### src/rtl/ebc_event_arbiter.sv
// ebc_event_arbiter
// Round-robin arbiter for the event output path of the event-based camera.
// Each accepted arbitration stamps the winning pixel-group ID with the
// wall_clock timestamp sampled in that cycle. It then presents {id, timestamp}
// downstream under a valid/ready handshake.
//
// Parameters:
//   NUM_REQ  number of requesters (2..32)
//   SIZE     timestamp / event counter width
//   ID_W     event ID width
// Ports:
//   clk_i, reset_i    clock, asynchronous active-high reset
//   req_i             level requests, held until granted
//   timestamp_i       wall_clock timestamp, sampled at arbitration
//   gnt_o             one-hot grant, one-cycle pulse per accepted arbitration
//   event_valid_o     event valid
//   event_ready_i     downstream ready
//   event_id_o        index of the granted requester
//   event_ts_o        timestamp captured for the event
//   event_cnt_o       handshaken event count (wraps)
//   busy_o            high while an event is being offered (SEND)
module ebc_event_arbiter #(
  parameter int NUM_REQ = 8,
  parameter int SIZE    = 32,
  parameter int ID_W    = $clog2(NUM_REQ)
) (
  input  logic               clk_i,
  input  logic               reset_i,
  input  logic [NUM_REQ-1:0] req_i,
  input  logic [SIZE-1:0]    timestamp_i,
  output logic [NUM_REQ-1:0] gnt_o,
  output logic               event_valid_o,
  input  logic               event_ready_i,
  output logic [ID_W-1:0]    event_id_o,
  output logic [SIZE-1:0]    event_ts_o,
  output logic [SIZE-1:0]    event_cnt_o,
  output logic               busy_o
);

  typedef enum logic {IDLE, SEND} state_e;

  state_e               state_q, state_d;
  logic [ID_W-1:0]      ptr_q, ptr_d;
  logic [NUM_REQ-1:0]   gnt_q, gnt_d;
  logic                 valid_q, valid_d;
  logic [ID_W-1:0]      id_q, id_d;
  logic [SIZE-1:0]      ts_q, ts_d;
  logic [SIZE-1:0]      cnt_q, cnt_d;

  logic [NUM_REQ-1:0]   arb;
  logic                 win_found;
  logic [ID_W-1:0]      win_id;
  logic [ID_W-1:0]      win_nxt;
  logic                 hs;
  logic                 accept;

  // The requester granted this cycle still has req_i high (it drops one cycle
  // later), so its bit is masked to avoid granting the same event twice.
  assign arb = req_i & ~gnt_q;
  assign hs  = valid_q & event_ready_i;

  // Rotating priority scan: start at ptr_q and wrap through NUM_REQ-1 -> 0.
  always_comb begin
    int idx;
    win_found = 1'b0;
    win_id    = '0;
    idx       = 0;
    for (int i = 0; i < NUM_REQ; i++) begin
      idx = int'(ptr_q) + i;
      if (idx >= NUM_REQ) idx = idx - NUM_REQ;
      if (!win_found && arb[idx[ID_W-1:0]]) begin
        win_found = 1'b1;
        win_id    = idx[ID_W-1:0];
      end
    end
  end

  // NUM_REQ need not be a power of two, so wrap the pointer explicitly.
  assign win_nxt = (win_id == ID_W'(NUM_REQ - 1)) ? '0 : win_id + 1'b1;

  always_comb begin
    state_d = state_q;
    accept  = 1'b0;
    cnt_d   = cnt_q;
    case (state_q)
      IDLE: begin
        if (win_found) begin
          accept  = 1'b1;
          state_d = SEND;
        end
      end
      SEND: begin
        // No re-arbitration while stalled; the pending event holds.
        if (hs) begin
          cnt_d = cnt_q + SIZE'(1);
          if (win_found) accept  = 1'b1;
          else           state_d = IDLE;
        end
      end
      default: state_d = IDLE;
    endcase
  end

  always_comb begin
    ptr_d   = ptr_q;
    id_d    = id_q;
    ts_d    = ts_q;
    gnt_d   = '0;
    valid_d = (state_d == SEND);
    if (accept) begin
      ptr_d = win_nxt;
      id_d  = win_id;
      ts_d  = timestamp_i;   // raw capture; wall_clock wraps pass through
      gnt_d = NUM_REQ'(1) << win_id;
    end
  end

  always_ff @(posedge clk_i or posedge reset_i) begin
    if (reset_i) begin
      state_q <= IDLE;
      ptr_q   <= '0;
      gnt_q   <= '0;
      valid_q <= 1'b0;
      id_q    <= '0;
      ts_q    <= '0;
      cnt_q   <= '0;
    end else begin
      state_q <= state_d;
      ptr_q   <= ptr_d;
      gnt_q   <= gnt_d;
      valid_q <= valid_d;
      id_q    <= id_d;
      ts_q    <= ts_d;
      cnt_q   <= cnt_d;
    end
  end

  assign gnt_o         = gnt_q;
  assign event_valid_o = valid_q;
  assign event_id_o    = id_q;
  assign event_ts_o    = ts_q;
  assign event_cnt_o   = cnt_q;
  assign busy_o        = (state_q == SEND);

endmodule

### config.mk
export PLATFORM = sky130hd
export DESIGN_NAME = ebc_event_arbiter
export DESIGN_NICKNAME = d
export VERILOG_FILES = /design/src/rtl/ebc_event_arbiter.sv
export SDC_FILE = /design/constraint.sdc
export NUM_CORES = 1
export LEC_CHECK = 0
export ABC_AREA = 1
export BUFFER_PORTS_ARGS = -buffer_cell sky130_fd_sc_hd__buf_2
export CORE_MARGIN = 8
export CORE_UTILIZATION = 35
export DETAILED_ROUTE_END_ITERATION = 16
export MAX_ROUTING_LAYER = met4
export SYNTH_ARGS = -nofsm -noshare
export SYNTH_HDL_FRONTEND = slang
export SYNTH_SLANG_ARGS = --single-unit
### constraint.sdc
create_clock -name clk_i -period 3.8 [get_ports clk_i]
set_input_delay 0.19 -clock clk_i [delete_from_list [all_inputs] [get_ports clk_i]]
set_output_delay 0.19 -clock clk_i [all_outputs]
set_load 0.05 [all_outputs]
* Word level (Yosys, flattened, before mapping)
Cells that the tools add are included.
Word-level totals: bits in registers 79, word-level logic and storage cells 107, output and inout port bits 77, input port bits 43
Operators by class: equal/unequal tests 1, shift-type cells 1, multiplexer cells 47, bitwise operators 4, order comparisons 16, $add $sub $neg 17, reductions and logical operators 15
Operators with widths (number):
- 2-to-1 mux 3 bit | 17
- adder 32 x 1 -> 32 bit, second input constant | 1
- < comparator 3 x 4 -> 1 bit, second input constant | 8
- greater-or-equal comparator 4 bit, second input constant | 7
- binary-select mux 1 bit (select 3 bit) | 8
- subtractor 3 x 1 -> 3 bit, second input constant | 8
- 2-to-1 mux 1 bit | 19
- adder 3 x 3 -> 4 bit, second input constant | 4
- adder 3 x 2 -> 4 bit, second input constant | 2
- bitwise AND 8 bit | 1
- 2-to-1 mux 8 bit | 1
- inverter 8 bit | 1
- << shifter 1 x 3 -> 8 bit, first input constant | 1
- logical AND 1 bit | 7
- logical NOT 1 bit | 7
- adder 3 x 1 -> 4 bit, second input constant | 1
- greater-or-equal comparator 3 x 4 -> 1 bit, second input constant | 1
- case mux 1 bit (2 select lines) | 2
- adder 3 x 1 -> 3 bit, second input constant | 1
- equality test 3 bit, second input constant | 1
- AND reduction 2 bit | 1
- bitwise AND 1 bit | 1
- inverter 1 bit | 1

* Logic depth before layout (Yosys ltp)
Gate-level depths: netlist of the first run.
depth after elaboration 30, mapped depth 21, gate-level depth less buffers 20

* Worst setup path before layout of the first run
No wires, ideal clock.
path kind reg2reg, start reg ptr_q[1], end reg ptr_q[2], path slack 1.119 ns, path buffers 1, arrival time 2.604 ns, data required time 3.724 ns, stages on the path, launching flop included 19, period minus slack after synthesis 2.681 ns, cells stage by stage dfrtp_1 -> buf_4 -> inv_2 -> ha_1 -> inv_1 -> nand3_1 -> nand3_1 -> nand2_2 -> nor2_4 -> nand2_1 -> nor2_1 -> nor2_1 -> nor2_1 -> nand3_1 -> nand2_1 -> inv_1 -> ha_1 -> ha_1 -> o21ai_1
On the way: elaborated cells on any way between the ends 83, classes of those cells add/sub (16); order compare (8); eq/ne (1); mux (44); reduce/logical (14)
RTL lines:
- start: declaration | line 43 | logic [ID_W-1:0] ptr_q, ptr_d;
- start signal: assignment | line 129 | ptr_q <= ptr_d;
- parallel branches: the longest is 25 deep, another holds adder 3 x 1 -> 4 bit
- 2-to-1 mux 3 bit (*) | line 71 | if (!win_found && arb[idx[ID_W-1:0]]) begin
- named net win_id[0] | line 52 | logic [ID_W-1:0] win_id;
- adder 3 x 1 -> 3 bit or equality test 3 bit (tied branches) | line 79 | assign win_nxt = (win_id == ID_W'(NUM_REQ - 1)) ? '0 : win_id + 1'b1;
- 2-to-1 mux 3 bit (*) | line 79
Mark *: on every way through the listed nets, which the timed path passes. The select of a mux whose other input is x is not followed. A chain may end at the register's enable or synchronous reset.

* Worst setup path in the final report of the first run
start reg ptr_q[0], end reg ptr_q[1]
On the way: word-level cells in the longest chain between the ends 29, elaborated cells on any way between the ends 83, classes of those cells add/sub (16); order compare (8); eq/ne (1); mux (44); reduce/logical (14)
Ends and longest elaborated chain:
- parallel branches: the longest is 29 deep, another holds adder 3 x 1 -> 4 bit
Parallel ways; which one is timed is not known. The select of a mux whose other input is x is not followed.

==> flow_summary.yaml, run 1 <==
detailed_routing:
  final_antenna_net_count: 0
  vias: 3606
  dr.pass1.iters: 7
  wire_per_inst_um: 14.4
  viasPerCell: 4.70
  drc: 0
  wl_um: 11000
  drt-initial-drc-count: 191
yosys:
  synth_area_leaders: "dfrtp_1, nand2_1, nand3_1"
  synth_ff_type: "dfrtp_1"
  synth_warnings: 0
  yosys-top-cells-count: "nand2_1, dfrtp_1, nand3_1"
  synth_edf_count: 0
  ys_seq_area_share_pct: 48.3
  synth-async-reset-ratio_pct: 100
  syn_avg_cell_area_sq_um: 8.22
  synth.top_cell.area_share_pct: 48.3
  synth_seq_cells: 79
  ys_types: 27
  syn_area_sq_mm: 0.00410
  yosysMostFrequentCell: "nand2_1"
  synth_top_cell_by_area: "dfrtp_1"
  synthCells: 498
  synth_nets: 550
clock_network:
  cts_sinks: 79
  postCtsResizedCells: 0
  tritoncts: "yes"
  root_buffer: "clkbuf_16"
  cts_buffers: 9
  clock_latency_ps: 330
  clock_path_buffers: 2
  cts_max_level: 3
  hold_buffers: 1
  clkTransAtPathRegs_ps: 60
  postCtsSetupBuffers: 0
worst_setup_path:
  critPathMaxFanout: 43
  r2r_start: "ptr_q[0]$_DFFE_PP0P_"
  crit_required_ps: 4000
  r2r-end: "ptr_q[1]$_DFFE_PP0P_"
  start_kind: "flop"
  r2r_cells: 15
  worstSetupPathType: "flop to flop"
  r2r_setup_slack_ps: 570
  crit_arrival_ps: 3430
  crit_path_end_kind: "flop"
grt:
  grt_pass1_vias: 3689
  gr-total-overflow: 0
  antenna_found_initial: 0
  grt.total_usage_pct: 15.2
  grt_first_pass_wirelength_um: 17800
  grt_max_degree: 46
power_and_ir_drop:
  peakVddDrop_mv: 0.548
  p_leak_nw: 2.82
  powerDensity_mw_per_mm2: 858
worst_hold_path:
  hold_end: "event_ts_o[15]$_DFFE_PP0P_"
  min_path_type: "input pin to flop"
  hp-start: "timestamp_i[15]"
  hold_depth: 3
timing:
  hold_viol: 0
  fin_crit_ps: 3230
  rsz0062_at_grt: "false"
  slew_viol_final: 0
  fin_tns_setup_ps: 0
  setup_viol: 0
  fin_crit_sh_pct: 85.1
  worst_pin_slew_ps: 891
  fin_skew_ps: 6.59
  fmax_mhz: 309
  max_slew_margin_pct: 40.5
final_layout:
  final_area_sq_mm: 0.00511
  syn2layout_area_growth_pct: 24.8
  layout-drive-gt1-share_pct: 24.5
  fillCellCount: 1192
  diodes: 0
  finalNetCount: 672
floorplanning:
  die_y_um: 124
  die_w_um: 124
  core_sq_mm: 0.0114
  initial_core_util_pct: 35.9
  rows: 39
  ioPinCount: 120
  dieArea_sq_mm: 0.0154
placement:
  post_dp_cell_area_sq_mm: 0.00479
  gp_congestion: 0.866
  portBuffers: 119
  dp_hpwl_um: 8620
run_status:
  status: "finished, final reports clean"
job:
  maxCapViolCount: 0
placed cells by master (no fill, tap or decap), drive strengths merged, types with 2 or more instances in the layout:
cell and instances:
clkinv 3, dfrtp 79, clkbuf 11, ha 9, xor2 21, xnor2 12
a31oi 2, inv 54, nor4 3, nor3 13, nand3 56, o21bai 2
buf 122, nor2 35, o21ai 5, nand2 179, nand4 13, bufinv 2
through the flow:
step	setup WS (ps)	util, %	power [mW]	instances	hold slack (ps)
after floorplan	1120	-	2.95	498	307
after global placement	576	41.9	3.47	751	354
after detailed placement	540	41.9	3.49	751	361
after CTS	529	44.8	4.42	767	38.5
after global routing	225	44.8	4.74	767	46.9
final	567	44.8	4.38	767	54.6
layout make-up:
cell class,count,area [sq um],area share (%)
clock buffers,11,243,4.75
clock inverters,4,70.1,1.37
inverters,55,210,4.11
multi-input cells,352,1800,35.3
flip-flops and latches,79,1980,38.7
well taps,143,179,3.50
repair buffers,123,628,12.3
where the power goes:
group	internal (mW)	switching, mW
sequential	1.00	0.135
combinational	0.642	1.70
clock	0.587	0.320
registers in the layout, summed over array words and instances, names as in the netlist:
register / flops
event_ts_o: 32
gnt_o: 8
ptr_q: 3
event_cnt_o: 32
event_valid_o: 1
event_id_o: 3
cells by family (layout without fill, tap and decap cells):
| kind of cell | count (synthesis) | after routing | synth area share (%) |
|---|---|---|---|
| xor+xnor | 33 | 33 | 7.52 |
| flops | 79 | 79 | 48.3 |
| fa+ha+maj | 9 | 9 | 2.75 |
| buf+inv | 67 | 193 | 7.70 |
| compound gates | 11 | 11 | 1.62 |
| simple gates | 299 | 299 | 32.1 |
critical path: stages (launching register included):
cell and delay (ps):
dfrtp_1 350, inv_2 90, ha_1 420, inv_1 180, nand3_1 160, nand2_1 80, nand2_1 60, nand2_1 100
nand4_4 140, nor2_4 60, nand2_2 70, nor2_4 50, nor2_4 690, inv_4 370, nand2_1 160, o21ai_0 90
worst max-delay path by stage:
stage,from,slack (ps),end
floorplan,ptr_q[1]$_DFFE_PP0P_,1120,ptr_q[2]$_DFFE_PP0P_
global placement,ptr_q[0]$_DFFE_PP0P_,580,event_id_o[0]$_DFFE_PP0P_
detailed placement,ptr_q[0]$_DFFE_PP0P_,540,event_id_o[0]$_DFFE_PP0P_
CTS,ptr_q[0]$_DFFE_PP0P_,530,ptr_q[1]$_DFFE_PP0P_
global route,ptr_q[0]$_DFFE_PP0P_,220,ptr_q[1]$_DFFE_PP0P_
finish,ptr_q[0]$_DFFE_PP0P_,570,ptr_q[1]$_DFFE_PP0P_
routing by layer:
metal	GRT usage [%]	routed length, um	vias to the layer above
li1	-	-	1811
met1	18.3	4960	1693
met2	24.8	5450	89
met3	3.08	448	13
met4	5.80	158	0
met5	-	0	-
Power figures use the tool's default switching activity.
==> run 2, diff against run 1 <==
- RECOVER_POWER: not set -> 100
- clock period: 3.8 -> 3 ns (I/O delays scaled with it)
==> flow_summary.yaml, run 2 (synthesis gave the netlist of run 1 again) <==
timing:
  setup_viol: 0
  fin_crit_ps: 2800
  max_slew_margin_pct: -46.4
  fin_skew_ps: 12.8
  hold_viol: 0
  slew_viol_final: 60
  setup_ws_ps: 205
  worst_pin_slew_ps: 2190
  fmax_mhz: 358
  fin_crit_sh_pct: 93.2
power_and_ir_drop:
  p_sw_mw: 2.76
  peakVddDrop_mv: 0.487
  p_leak_nw: 2.57
  powerDensity_mw_per_mm2: 1090
  clock_power_share_pct: 19.6
  p_seq_share_pct: 26.3
  power.share.combinational_pct: 54.1
  swShare_pct: 50.2
  p_int_mw: 2.74
placement:
  gp_congestion: 0.895
  dp_hpwl_um: 8290
  dp.cells: 755
  portBuffers: 119
  dp_slack_ps: 166
run_status:
  status: "complete, but fails checks"
  failed_checks: "capacitance limit, slew limit"
final_layout:
  diodes: 0
  layout_commonest_cell: "nand2_1"
  syn2layout_area_growth_pct: 23.3
  mostFrequentLayoutCells: "nand2_1, dfrtp_1, clkbuf_1"
  layout-drive-gt1-share_pct: 13.7
  stdcell_count: 773
  finalNetCount: 677
grt:
  grt.total_usage_pct: 15.0
  grt_pass1_vias: 3655
  grt_max_degree: 60
  gr-total-overflow: 0
  grt_first_pass_wirelength_um: 17700
  antenna_found_initial: 0
detailed_routing:
  final_antenna_net_count: 0
  viasPerCell: 4.67
  vias: 3608
  wire_per_inst_um: 13.9
  wl_um: 10800
  drc: 0
  drt-initial-drc-count: 213
  dr.pass1.iters: 5
floorplanning:
  core_sq_mm: 0.0114
  initial_core_util_pct: 35.9
  die_y_um: 124
  dieArea_sq_mm: 0.0154
  rows: 39
  ioPinCount: 120
  die_w_um: 124
worst_setup_path:
  crit_required_ps: 3250
  critPathMaxFanout: 9
  start_kind: "flop"
  worstSetupPathType: "flop to flop"
  crit_arrival_ps: 3050
  crit_path_end_kind: "flop"
job:
  maxCapViolCount: 1
clock_network:
  cts_max_level: 3
  cts_sinks: 79
  tritoncts: "yes"
  clock_path_buffers: 2
  clock_latency_ps: 340
  cts_buffers: 9
  clkTransAtPathRegs_ps: 70
  root_buffer: "clkbuf_16"
worst_hold_path:
  min_path_type: "input pin to flop"
[run 2: cell count changes in the layout (fill, tap and decap cells not counted), sizes merged]
cell         change
clkbuf          +76
buf             -74
clkinv           +2
inv              +2
bufinv           -1
dlygate4sd3      +1
[run 2: final cells by class]
cell class              instances  area [sq um]
clock inverters                 7          71.3
well taps                     143           179
flip-flops and latches         79          1980
inverters                      55           209
multi-input cells             352          1820
clock buffers                   9           225
repair buffers                128           569
fillers                      1227          6370
[run 2: critical path, cell delays in order, from the launching register on]
cell and delay [ps]:
dfrtp_1 420, buf_4 190, ha_1 250, xor2_4 210, inv_2 70, nand3_2 90
nand2_2 80, nor2_4 140, nand4_4 120, nor2_4 190, nand2_1 120, nand3_1 90
nand2_1 50, nand2_1 160, inv_1 120, ha_1 300, o21ai_1 120
[run 2: power groups by stage]
stage	logic, mW	registers [mW]	clock network [mW]
3_3_place_gp	2.97	1.45	0
6_report	2.98	1.45	1.08
2_1_floorplan	1.71	2.02	0
4_1_cts	3.01	1.44	1.11
5_1_grt	3.30	1.48	1.17
3_5_place_dp	2.99	1.46	0
[run 2: final timing paths]
kind,startpoint,cells past startpoint,end,slack [ps]
setup / recovery,ptr_q[0]$_DFFE_PP0P_,16,ptr_q[2]$_DFFE_PP0P_,200
hold / removal,timestamp_i[11],3,event_ts_o[11]$_DFFE_PP0P_,10
setup reg to reg,ptr_q[0]$_DFFE_PP0P_,16,ptr_q[2]$_DFFE_PP0P_,200
hold reg to reg,event_cnt_o[31]$_DFFE_PP0P_,1,event_cnt_o[31]$_DFFE_PP0P_,470
max in group asynchronous,reset_i,3,event_ts_o[21]$_DFFE_PP0P_,940
min in group asynchronous,reset_i,2,event_cnt_o[21]$_DFFE_PP0P_,550
[run 2: per-stage QoR]
step	instance area (sq um)	hold slack, ps	setup TNS (ps)	total power, mW	utilization (%)
finish	5050	11.0	0	5.51	44.2
global route	5050	6.84	-1.37	5.95	44.2
CTS	5120	0.566	0	5.56	44.9
detailed placement	4820	356	0	4.45	42.2
global placement	4820	352	0	4.42	42.2
floorplan	4100	267	0	3.73	-
[run 2: timing repair]
action	CTS	global route
hold buffers	1	1
buffers inserted	0	0
hold endpoints to repair	1	1
endpoints found under the setup margin	0	19
resized for setup	0	5
[run 2: routing by layer]
metal | track usage, % | vias up | part of all wire, %
met4 | 5.35 | 0 | 2.0
met3 | 3.81 | 15 | 5.3
met1 | 18.6 | 1661 | 44
met5 | - | - | 0
li1 | - | 1827 | -
met2 | 23.2 | 105 | 48
